$ cat src/rtl/vga_pkg.sv
// Shared 640x480@60 Hz raster timing constants and the vertical-region encoding
// used by the sync generator.
package vga_pkg;

    localparam int H_VIS   = 640;
    localparam int H_FP    = 16;
    localparam int H_SW    = 96;
    localparam int H_BP    = 48;
    localparam int H_TOTAL = H_VIS + H_FP + H_SW + H_BP;

    localparam int V_VIS   = 480;
    localparam int V_FP    = 10;
    localparam int V_SW    = 2;
    localparam int V_BP    = 33;
    localparam int V_TOTAL = V_VIS + V_FP + V_SW + V_BP;

    typedef enum logic [1:0] {
        VIS  = 2'd0,
        FP   = 2'd1,
        SYNC = 2'd2,
        BP   = 2'd3
    } vregion_e;

endpackage

$ cat src/rtl/vga_sync_delay.sv
// sync_delay: DEPTH-stage 1-bit shift register that resets to the inactive-high
// sync level; DEPTH=0 passes the input straight through.
module sync_delay #(
    parameter int DEPTH = 3
) (
    input  logic clk,
    input  logic rst,
    input  logic d,
    output logic q
);

    generate
        if (DEPTH == 0) begin : g_bypass
            logic unused_clk_rst;
            assign unused_clk_rst = clk ^ rst;
            assign q = d;
        end else begin : g_shift
            logic [DEPTH-1:0] sr_q;
            logic [DEPTH-1:0] sr_d;

            always_comb begin
                sr_d    = sr_q << 1;
                sr_d[0] = d;
            end

            always_ff @(posedge clk) begin
                if (rst) sr_q <= '1;
                else     sr_q <= sr_d;
            end

            assign q = sr_q[DEPTH-1];
        end
    endgenerate

endmodule

$ cat src/rtl/vga_sync_gen.sv
// VGA raster counters, visible flag, pipeline-delayed syncs and frame tick.
// Optional GAME_TICK_EN adds game_tick, one pulse per GAME_DIV frame ticks.
module vga_sync_gen #(
    parameter int H_VIS    = vga_pkg::H_VIS,
    parameter int H_FP     = vga_pkg::H_FP,
    parameter int H_SW     = vga_pkg::H_SW,
    parameter int H_BP     = vga_pkg::H_BP,
    parameter int V_VIS    = vga_pkg::V_VIS,
    parameter int V_FP     = vga_pkg::V_FP,
    parameter int V_SW     = vga_pkg::V_SW,
    parameter int V_BP     = vga_pkg::V_BP,
    parameter int SYNC_DLY = 3,
    parameter int GAME_DIV = 2
) (
    input  logic       clk_25m,
    input  logic       rst,
    output logic [9:0] hc,
    output logic [9:0] vc,
    output logic       valid,
    output logic       hsync,
    output logic       vsync,
    output logic       frame_tick,
    output logic [7:0] frame_cnt
`ifdef GAME_TICK_EN
    ,
    output logic       game_tick
`endif
);
    import vga_pkg::*;

    localparam logic [9:0] H_LAST    = 10'(H_VIS + H_FP + H_SW + H_BP - 1);
    localparam logic [9:0] H_VIS_W   = 10'(H_VIS);
    localparam logic [9:0] HS_FIRST  = 10'(H_VIS + H_FP);
    localparam logic [9:0] HS_LAST   = 10'(H_VIS + H_FP + H_SW - 1);
    localparam logic [9:0] V_LAST    = 10'(V_VIS + V_FP + V_SW + V_BP - 1);
    localparam logic [9:0] V_VIS_W   = 10'(V_VIS);
    localparam logic [9:0] VS_FIRST  = 10'(V_VIS + V_FP);
    localparam logic [9:0] VBP_FIRST = 10'(V_VIS + V_FP + V_SW);

    logic [9:0] hc_q, hc_d;
    logic [9:0] vc_q, vc_d;
    vregion_e   vreg_q, vreg_d;
    logic       valid_q, valid_d;
    logic       frame_tick_q, frame_tick_d;
    logic [7:0] frame_cnt_q, frame_cnt_d;
    logic       hsync_raw, vsync_raw;

    // valid and the tick are decoded from next-state counters so they line up with hc/vc
    always_comb begin
        hc_d   = hc_q + 10'd1;
        vc_d   = vc_q;
        vreg_d = vreg_q;
        if (hc_q == H_LAST) begin
            hc_d = '0;
            vc_d = (vc_q == V_LAST) ? '0 : vc_q + 10'd1;
            case (vreg_q)
                VIS:  if (vc_d == V_VIS_W)   vreg_d = FP;
                FP:   if (vc_d == VS_FIRST)  vreg_d = SYNC;
                SYNC: if (vc_d == VBP_FIRST) vreg_d = BP;
                BP:   if (vc_d == 10'd0)     vreg_d = VIS;
            endcase
        end
        valid_d      = (hc_d < H_VIS_W) && (vreg_d == VIS);
        frame_tick_d = (vreg_q == VIS) && (vreg_d == FP);
        frame_cnt_d  = frame_cnt_q + 8'(frame_tick_d);
    end

    always_ff @(posedge clk_25m) begin
        if (rst) begin
            hc_q         <= '0;
            vc_q         <= '0;
            vreg_q       <= VIS;
            valid_q      <= 1'b0;
            frame_tick_q <= 1'b0;
            frame_cnt_q  <= '0;
        end else begin
            hc_q         <= hc_d;
            vc_q         <= vc_d;
            vreg_q       <= vreg_d;
            valid_q      <= valid_d;
            frame_tick_q <= frame_tick_d;
            frame_cnt_q  <= frame_cnt_d;
        end
    end

    assign hsync_raw = !((hc_q >= HS_FIRST) && (hc_q <= HS_LAST));
    assign vsync_raw = (vreg_q != SYNC);

    sync_delay #(.DEPTH(SYNC_DLY)) u_hsync_dly (
        .clk (clk_25m),
        .rst (rst),
        .d   (hsync_raw),
        .q   (hsync)
    );

    sync_delay #(.DEPTH(SYNC_DLY)) u_vsync_dly (
        .clk (clk_25m),
        .rst (rst),
        .d   (vsync_raw),
        .q   (vsync)
    );

    assign hc         = hc_q;
    assign vc         = vc_q;
    assign valid      = valid_q;
    assign frame_tick = frame_tick_q;
    assign frame_cnt  = frame_cnt_q;

`ifdef GAME_TICK_EN
    localparam logic [7:0] DIV_LAST = 8'(GAME_DIV - 1);

    logic [7:0] div_q, div_d;
    logic       game_tick_q, game_tick_d;

    always_comb begin
        div_d       = div_q;
        game_tick_d = 1'b0;
        if (frame_tick_d) begin
            if (div_q == DIV_LAST) begin
                div_d       = '0;
                game_tick_d = 1'b1;
            end else begin
                div_d = div_q + 8'd1;
            end
        end
    end

    always_ff @(posedge clk_25m) begin
        if (rst) begin
            div_q       <= '0;
            game_tick_q <= 1'b0;
        end else begin
            div_q       <= div_d;
            game_tick_q <= game_tick_d;
        end
    end

    assign game_tick = game_tick_q;
`else
    // game logic runs off frame_tick directly, so the divisor has no effect here
    localparam int unused_game_div = GAME_DIV;
`endif

endmodule

$ cat config.mk
export PLATFORM = sky130hd
export DESIGN_NAME = vga_sync_gen
export DESIGN_NICKNAME = d
export VERILOG_FILES = /design/src/rtl/vga_pkg.sv /design/src/rtl/vga_sync_delay.sv /design/src/rtl/vga_sync_gen.sv
export SDC_FILE = /design/constraint.sdc
export NUM_CORES = 1
export LEC_CHECK = 0
export BUFFER_PORTS_ARGS = -buffer_cell sky130_fd_sc_hd__buf_2
export CAP_MARGIN = 10
export CORE_ASPECT_RATIO = 1.25
export CORE_UTILIZATION = 40
export CTS_CLUSTER_DIAMETER = 50
export DETAILED_ROUTE_END_ITERATION = 6
export HOLD_SLACK_MARGIN = 0.06
export PLACE_DENSITY = 0.62
export SYNTH_ARGS = -nofsm -noshare
export SYNTH_HDL_FRONTEND = slang
export SYNTH_HIERARCHICAL = 1
export SYNTH_SLANG_ARGS = --single-unit
$ cat constraint.sdc
create_clock -name clk_25m -period 8.4 [get_ports clk_25m]
set_input_delay 0.42 -clock clk_25m [delete_from_list [all_inputs] [get_ports clk_25m]]
set_output_delay 0.42 -clock clk_25m [all_outputs]
set_load 0.02 [all_outputs]
## Yosys cells after proc, flatten, opt, wreduce, memory -nomap -nowiden

Index checks and enable logic that the tools add are counted.

| cells by class | value |
|---|---|
| add/sub/neg operators | 3 |
| multipliers | 0 |
| div/mod/pow operators | 0 |
| magnitude comparators | 3 |
| eq/ne operators | 10 |
| shift operators | 0 |
| multiplexer cells | 8 |
| bitwise logic cells | 0 |
| reduce and logical (&&, ||, !) cells | 7 |

Operators with widths:

| cell | count |
|---|---|
| $eq 10x9->1 const B | 3 |
| $add 10x1->10 const B | 2 |
| $eq 10x10->1 const B | 2 |
| $mux 10 | 2 |
| $ge 10x10->1 const B | 1 |
| $le 10x10->1 const B | 1 |
| $logic_not 10->1 | 1 |
| $lt 10x10->1 const B | 1 |
| $mux 2 | 5 |
| $add 8x1->8 | 1 |
| $pmux 2 s4 | 1 |
| $eq 2x1->1 const B | 2 |
| $eq 2x2->1 const B | 2 |
| $logic_not 2->1 | 2 |
| $logic_and 1x1->1 | 3 |
| $ne 2x2->1 const B | 1 |
| $logic_not 1->1 | 1 |

| word-level totals | value |
|---|---|
| register bits | 38 |
| bits in latches | 0 |
| memory bits (writable) | 0 |
| memory bits (read-only) | 0 |
| input port bits | 2 |
| word-level logic and storage cells | 39 |
| memories kept | 0 |

## Longest topological paths before layout

| depth | value |
|---|---|
| word-level depth | 9 |
| depth in mapped cells | 14 |

## Cells and area by module

Netlist, hierarchy kept.

By module, submodules not included:

| module | times used | cells an instance | area each (µm²) |
|---|---|---|---|
| vga_sync_gen | 1 | 231 | 1953.1 |
| sync_delay | 2 | 6 | 78.8 |

## Least setup slack after synthesis

OpenSTA, ideal clock, no wires.

| path | value |
|---|---|
| kind | reg-to-reg |
| start | register vc_q[0], in the netlist vc[0] |
| end | register frame_cnt_q[5], in the netlist frame_cnt[5] |
| setup time | 0.128 ns |
| arrival | 3.074 ns |
| required time | 8.272 ns |
| path slack | 5.199 ns |
| cell stages (with the launch flop) | 15 |
| period minus slack after synthesis | 3.201 ns |
| cells stage by stage | dfxtp_1 buf_6 inv_1 ha_1 or4b_4 o22ai_2 o21ai_1 a2111oi_1 o2bb2ai_1 nor4_1 ha_1 and3_1 nand3_1 xor2_1 nor2_1 |

| on the way | value |
|---|---|
| longest elaborated chain between the ends | 9 |

RTL lines:

| element | line | source |
|---|---|---|
| start: declaration | vga_sync_gen.sv:41 | `logic [9:0] vc_q, vc_d;` |
| start signal: assignment | vga_sync_gen.sv:78 | `vc_q <= vc_d;` |
| $add 10x1->10 / $eq 10x10->1 (equally long branches) | vga_sync_gen.sv:55 | `vc_d = (vc_q == V_LAST) ? '0 : vc_q + 10'd1;` |
| $mux 10 (*) | vga_sync_gen.sv:55 |  |
| $eq 10x9->1, or another cell as far along | vga_sync_gen.sv:59 | `SYNC: if (vc_d == VBP_FIRST) vreg_d = BP;` |
| $mux 2, on equally long branches | - |  |
| $pmux 2 s4 (*) | vga_sync_gen.sv:56 | `case (vreg_q)` |
| $mux 2 (*) | vga_sync_gen.sv:53 | `if (hc_q == H_LAST) begin` |
| $eq 2x1->1 (*) | vga_sync_gen.sv:64 | `frame_tick_d = (vreg_q == VIS) && (vreg_d == FP);` |
| $logic_and 1x1->1 (*) | vga_sync_gen.sv:64 |  |
| named net frame_tick_d | vga_sync_gen.sv:44 | `logic frame_tick_q, frame_tick_d;` |
| $add 8x1->8 (*) | vga_sync_gen.sv:65 | `frame_cnt_d = frame_cnt_q + 8'(frame_tick_d);` |
| end signal: assignment | vga_sync_gen.sv:82 | `frame_cnt_q <= frame_cnt_d;` |
| end: declaration | vga_sync_gen.sv:45 | `logic [7:0] frame_cnt_q, frame_cnt_d;` |

Mark *: on every way through the listed nets, which the timed path passes. The rest lies on a longest branch.
A chain may end at the register's enable or synchronous reset.

## Worst setup path in the final report

Ends and elaborated chain as after synthesis.

==> flow_metrics.env <==
export IMPL_multiInputGateArea_um2=1182
export IMPL_cap_violations=0
export IMPL_ys_flop_type="dfxtp_1"
export IMPL_avgSynthCellArea_um2=8.686
export IMPL_synth_xor_area_share_pct=7.884
export IMPL_holdPathEnd="u_hsync_dly/g_shift.sr_q[2]"
export IMPL_cts_setup_buffers=0
export IMPL_cts_sinks=38
export IMPL_dp_hpwl_mm=2.790
export IMPL_fp_dieArea_um2=5573
export IMPL_finClkSkew_ns=0.003393
export IMPL_synth_async_sr_flop_share_pct=0
export IMPL_synth_simple_area_share_pct=29.46
export IMPL_status="complete, no violations"
export IMPL_hold_violations=0
export IMPL_reg2reg_to="frame_cnt[5]"
export IMPL_max_slew_margin_pct=62.83
export IMPL_synth_top_area_share_pct=36.04
export IMPL_synth_top_family_by_area="simple AND/OR/NAND/NOR gates"
export IMPL_cts_tree="done"
export IMPL_root_buffer="clkbuf_8"
export IMPL_rrSetupSlack_ns=4.96
export IMPL_synth_top_cell_by_area="dfxtp_1"
export IMPL_syn_nets=251
export IMPL_yosys_cell_count_top_type="dfxtp_1"
export IMPL_synth_distinct_cells=55
export IMPL_drv_slew=0
export IMPL_synth_enable_flop_cells=0
export IMPL_finalWorstSetupSlack_ns=4.964
export IMPL_path_max_fanout=12
export IMPL_synth_mux_area_share_pct=0.9484
export IMPL_core_um2=5080
export IMPL_gp_congestion=0.7501
export IMPL_grt_max_degree=34
export IMPL_place_ws_ns=4.980
export IMPL_grt_pass1_vias=1530
export IMPL_powerDensity_nw_per_um2=137.5
export IMPL_yosysWarnings=6
export IMPL_drt_iter0_drc=63
export IMPL_cts_hold_buf=0
export IMPL_min_from="u_hsync_dly/g_shift.sr_q[1]"
export IMPL_ir_drop_uv=75.42
export IMPL_cp_start_kind="flop"
export IMPL_antenna_found_initial=0
export IMPL_arrival_ns=3.60
export IMPL_die_height_um=83.22
export IMPL_reg2reg_depth=13
export IMPL_cts_resized=0
export IMPL_rows=29
export IMPL_netlist_instances=243
export IMPL_clk_pin_slew_ns=0.08
export IMPL_grt_first_pass_wirelength_mm=7.086
export IMPL_regArea_um2=760.7
export IMPL_fillers=545
export IMPL_path_class="flop to flop"
export IMPL_yosysSeqAreaShare_pct=36.04
export IMPL_power_leakage_nw=0.9603
export IMPL_cts_buffers=5
export IMPL_worst_pin_slew_ns=0.5576
export IMPL_post_synth_main_area_contributors="dfxtp_1, nor2_1, xor2_1"
export IMPL_wl_per_cell_um=12.75
export IMPL_grt_usage_pct=16.24
export IMPL_period_minus_slack_ns=3.436
export IMPL_die_w_um=66.98
export IMPL_area_growth_syn_to_layout_pct=9.247
export IMPL_antenna_cells=0
export IMPL_synth_adder_area_share_pct=3.557
export IMPL_grt_overflow_total=0
export IMPL_start_util_pct=41.55
export IMPL_vias=1731
export IMPL_r2r_start="vc[0]"
export IMPL_final_nets=269
export IMPL_via_per_inst=5.343
export IMPL_required_ns=8.56
export IMPL_ys_ff_latch=38
export IMPL_first_pass_iters=4
export IMPL_hold_class="flop to flop"
export IMPL_hold_depth=1
export IMPL_rsz0062_at_grt="no"
export IMPL_clk_latency_ns=0.29
export IMPL_drive_above_1_share_pct=18.70
export IMPL_critPathCaptureType="flop"
export IMPL_ant_nets=0
export IMPL_setup_viol=0
export IMPL_netlist_top_cells_count="dfxtp_1, nor2_1, nand3_1"
export IMPL_port_buffers=33
export IMPL_clock_path_buffers=2
export IMPL_fin_crit_sh_pct=40.90
export IMPL_ctsHtreeMaxLevel=2
export IMPL_ios=34
export IMPL_wl_mm=4.130
export IMPL_fin_tns_setup_ns=0
export IMPL_synth_compound_area_share_pct=14.17
export IMPL_fmax_mhz=291.1
export IMPL_post_route_drc_count=0
export IMPL_synth_area_um2=2111
[power by group]
| group | switching (mW) | internal [mW] |
|---|---|---|
| combinational | 0.00628 | 0.00266 |
| sequential | 0.00165 | 0.181 |
| clock | 0.0664 | 0.0586 |
[cells by family (layout without fill, tap and decap cells)]
family          after synthesis  in the layout
simple gates                108            108
compound gates               39             39
flops                        38             38
buf+inv                      31             50
xor+xnor                     19             19
fa+ha+maj                     6              6
mux                           2              2
[critical path, stage by stage, from the launching register on]
cell and delay [ns]:
dfxtp_1 0.52, inv_1 0.11, ha_1 0.36, or4b_4 0.49, o22ai_2 0.19, o21ai_1 0.08
a2111oi_1 0.33, o2bb2ai_1 0.19, nor4_1 0.30, ha_1 0.22, and3_1 0.21, nand3_1 0.11
xor2_1 0.14, nor2_1 0.05
[placed cells by master, fill, tap and decap left out, types with 2 or more instances in the layout]
cell type	instances
dfxtp_1	38
or3_1	3
inv_1	9
xor2_1	12
and4_1	3
o21ai_0	5
nand2b_1	4
nor2b_1	4
a311oi_1	3
nor2_1	31
or2_1	6
nand3_1	14
nand4_1	8
nor4b_1	2
nor3_1	5
nand4b_1	3
o31ai_1	2
xnor2_1	7
and3_1	7
nand2_1	7
ha_1	6
mux2i_1	2
o211a_1	3
and2_1	2
a31oi_1	2
nor4_1	2
clkbuf_8	5
a21oi_1	8
buf_2	33
[stage by stage]
step | power (mW) | hold WS, ns | instances | instance area (µm²) | utilization, %
final | 0.3170 | 0.4048 | 324 | 2306 | 45.39
after global routing | 0.3319 | 0.4301 | 324 | 2306 | 45.39
after CTS | 0.3228 | 0.4110 | 324 | 2306 | 45.39
after detailed placement | 0.1965 | 0.3916 | 316 | 2220 | 43.69
after global placement | 0.1965 | 0.3930 | 316 | 2220 | 43.69
after floorplan | 0.1934 | 0.3832 | 243 | 2111 | -
[final cells by class]
cell class | count | area share [%]
Tap cell | 62 | 3.364
Timing Repair Buffer | 33 | 7.162
Clock inverter | 2 | 0.5969
Multi-Input combinational cell | 174 | 51.27
Inverter | 9 | 1.465
Clock buffer | 6 | 3.147
Sequential cell | 38 | 32.99
[routing by layer]
metal,up-vias,track usage [%],wire length (µm)
met1,807,21.42,2043
li1,891,-,-
met3,7,3.709,122
met4,0,6.963,78
met2,26,24.89,1886
met5,-,0,0
[state kept, by name (all words and copies together) (netlist names)]
name                      count
frame_tick                    1
frame_cnt                     8
vreg_q                        2
hc                           10
vc                           10
u_hsync_dly/g_shift.sr_q      3
u_vsync_dly/g_shift.sr_q      3
valid                         1
[how the worst max path moves through the flow]
stage,depth (start not counted),end,startpoint,slack (ns)
2_1_floorplan,14,frame_cnt[5],vc[0],5.20
3_3_place_gp,13,frame_cnt[5],vc[0],5.09
3_5_place_dp,13,frame_cnt[5],vc[0],4.98
4_1_cts,13,frame_cnt[5],vc[0],4.97
5_1_grt,13,frame_cnt[5],vc[0],4.65
6_report,13,frame_cnt[5],vc[0],4.96
(Power assumes the default switching activity.)
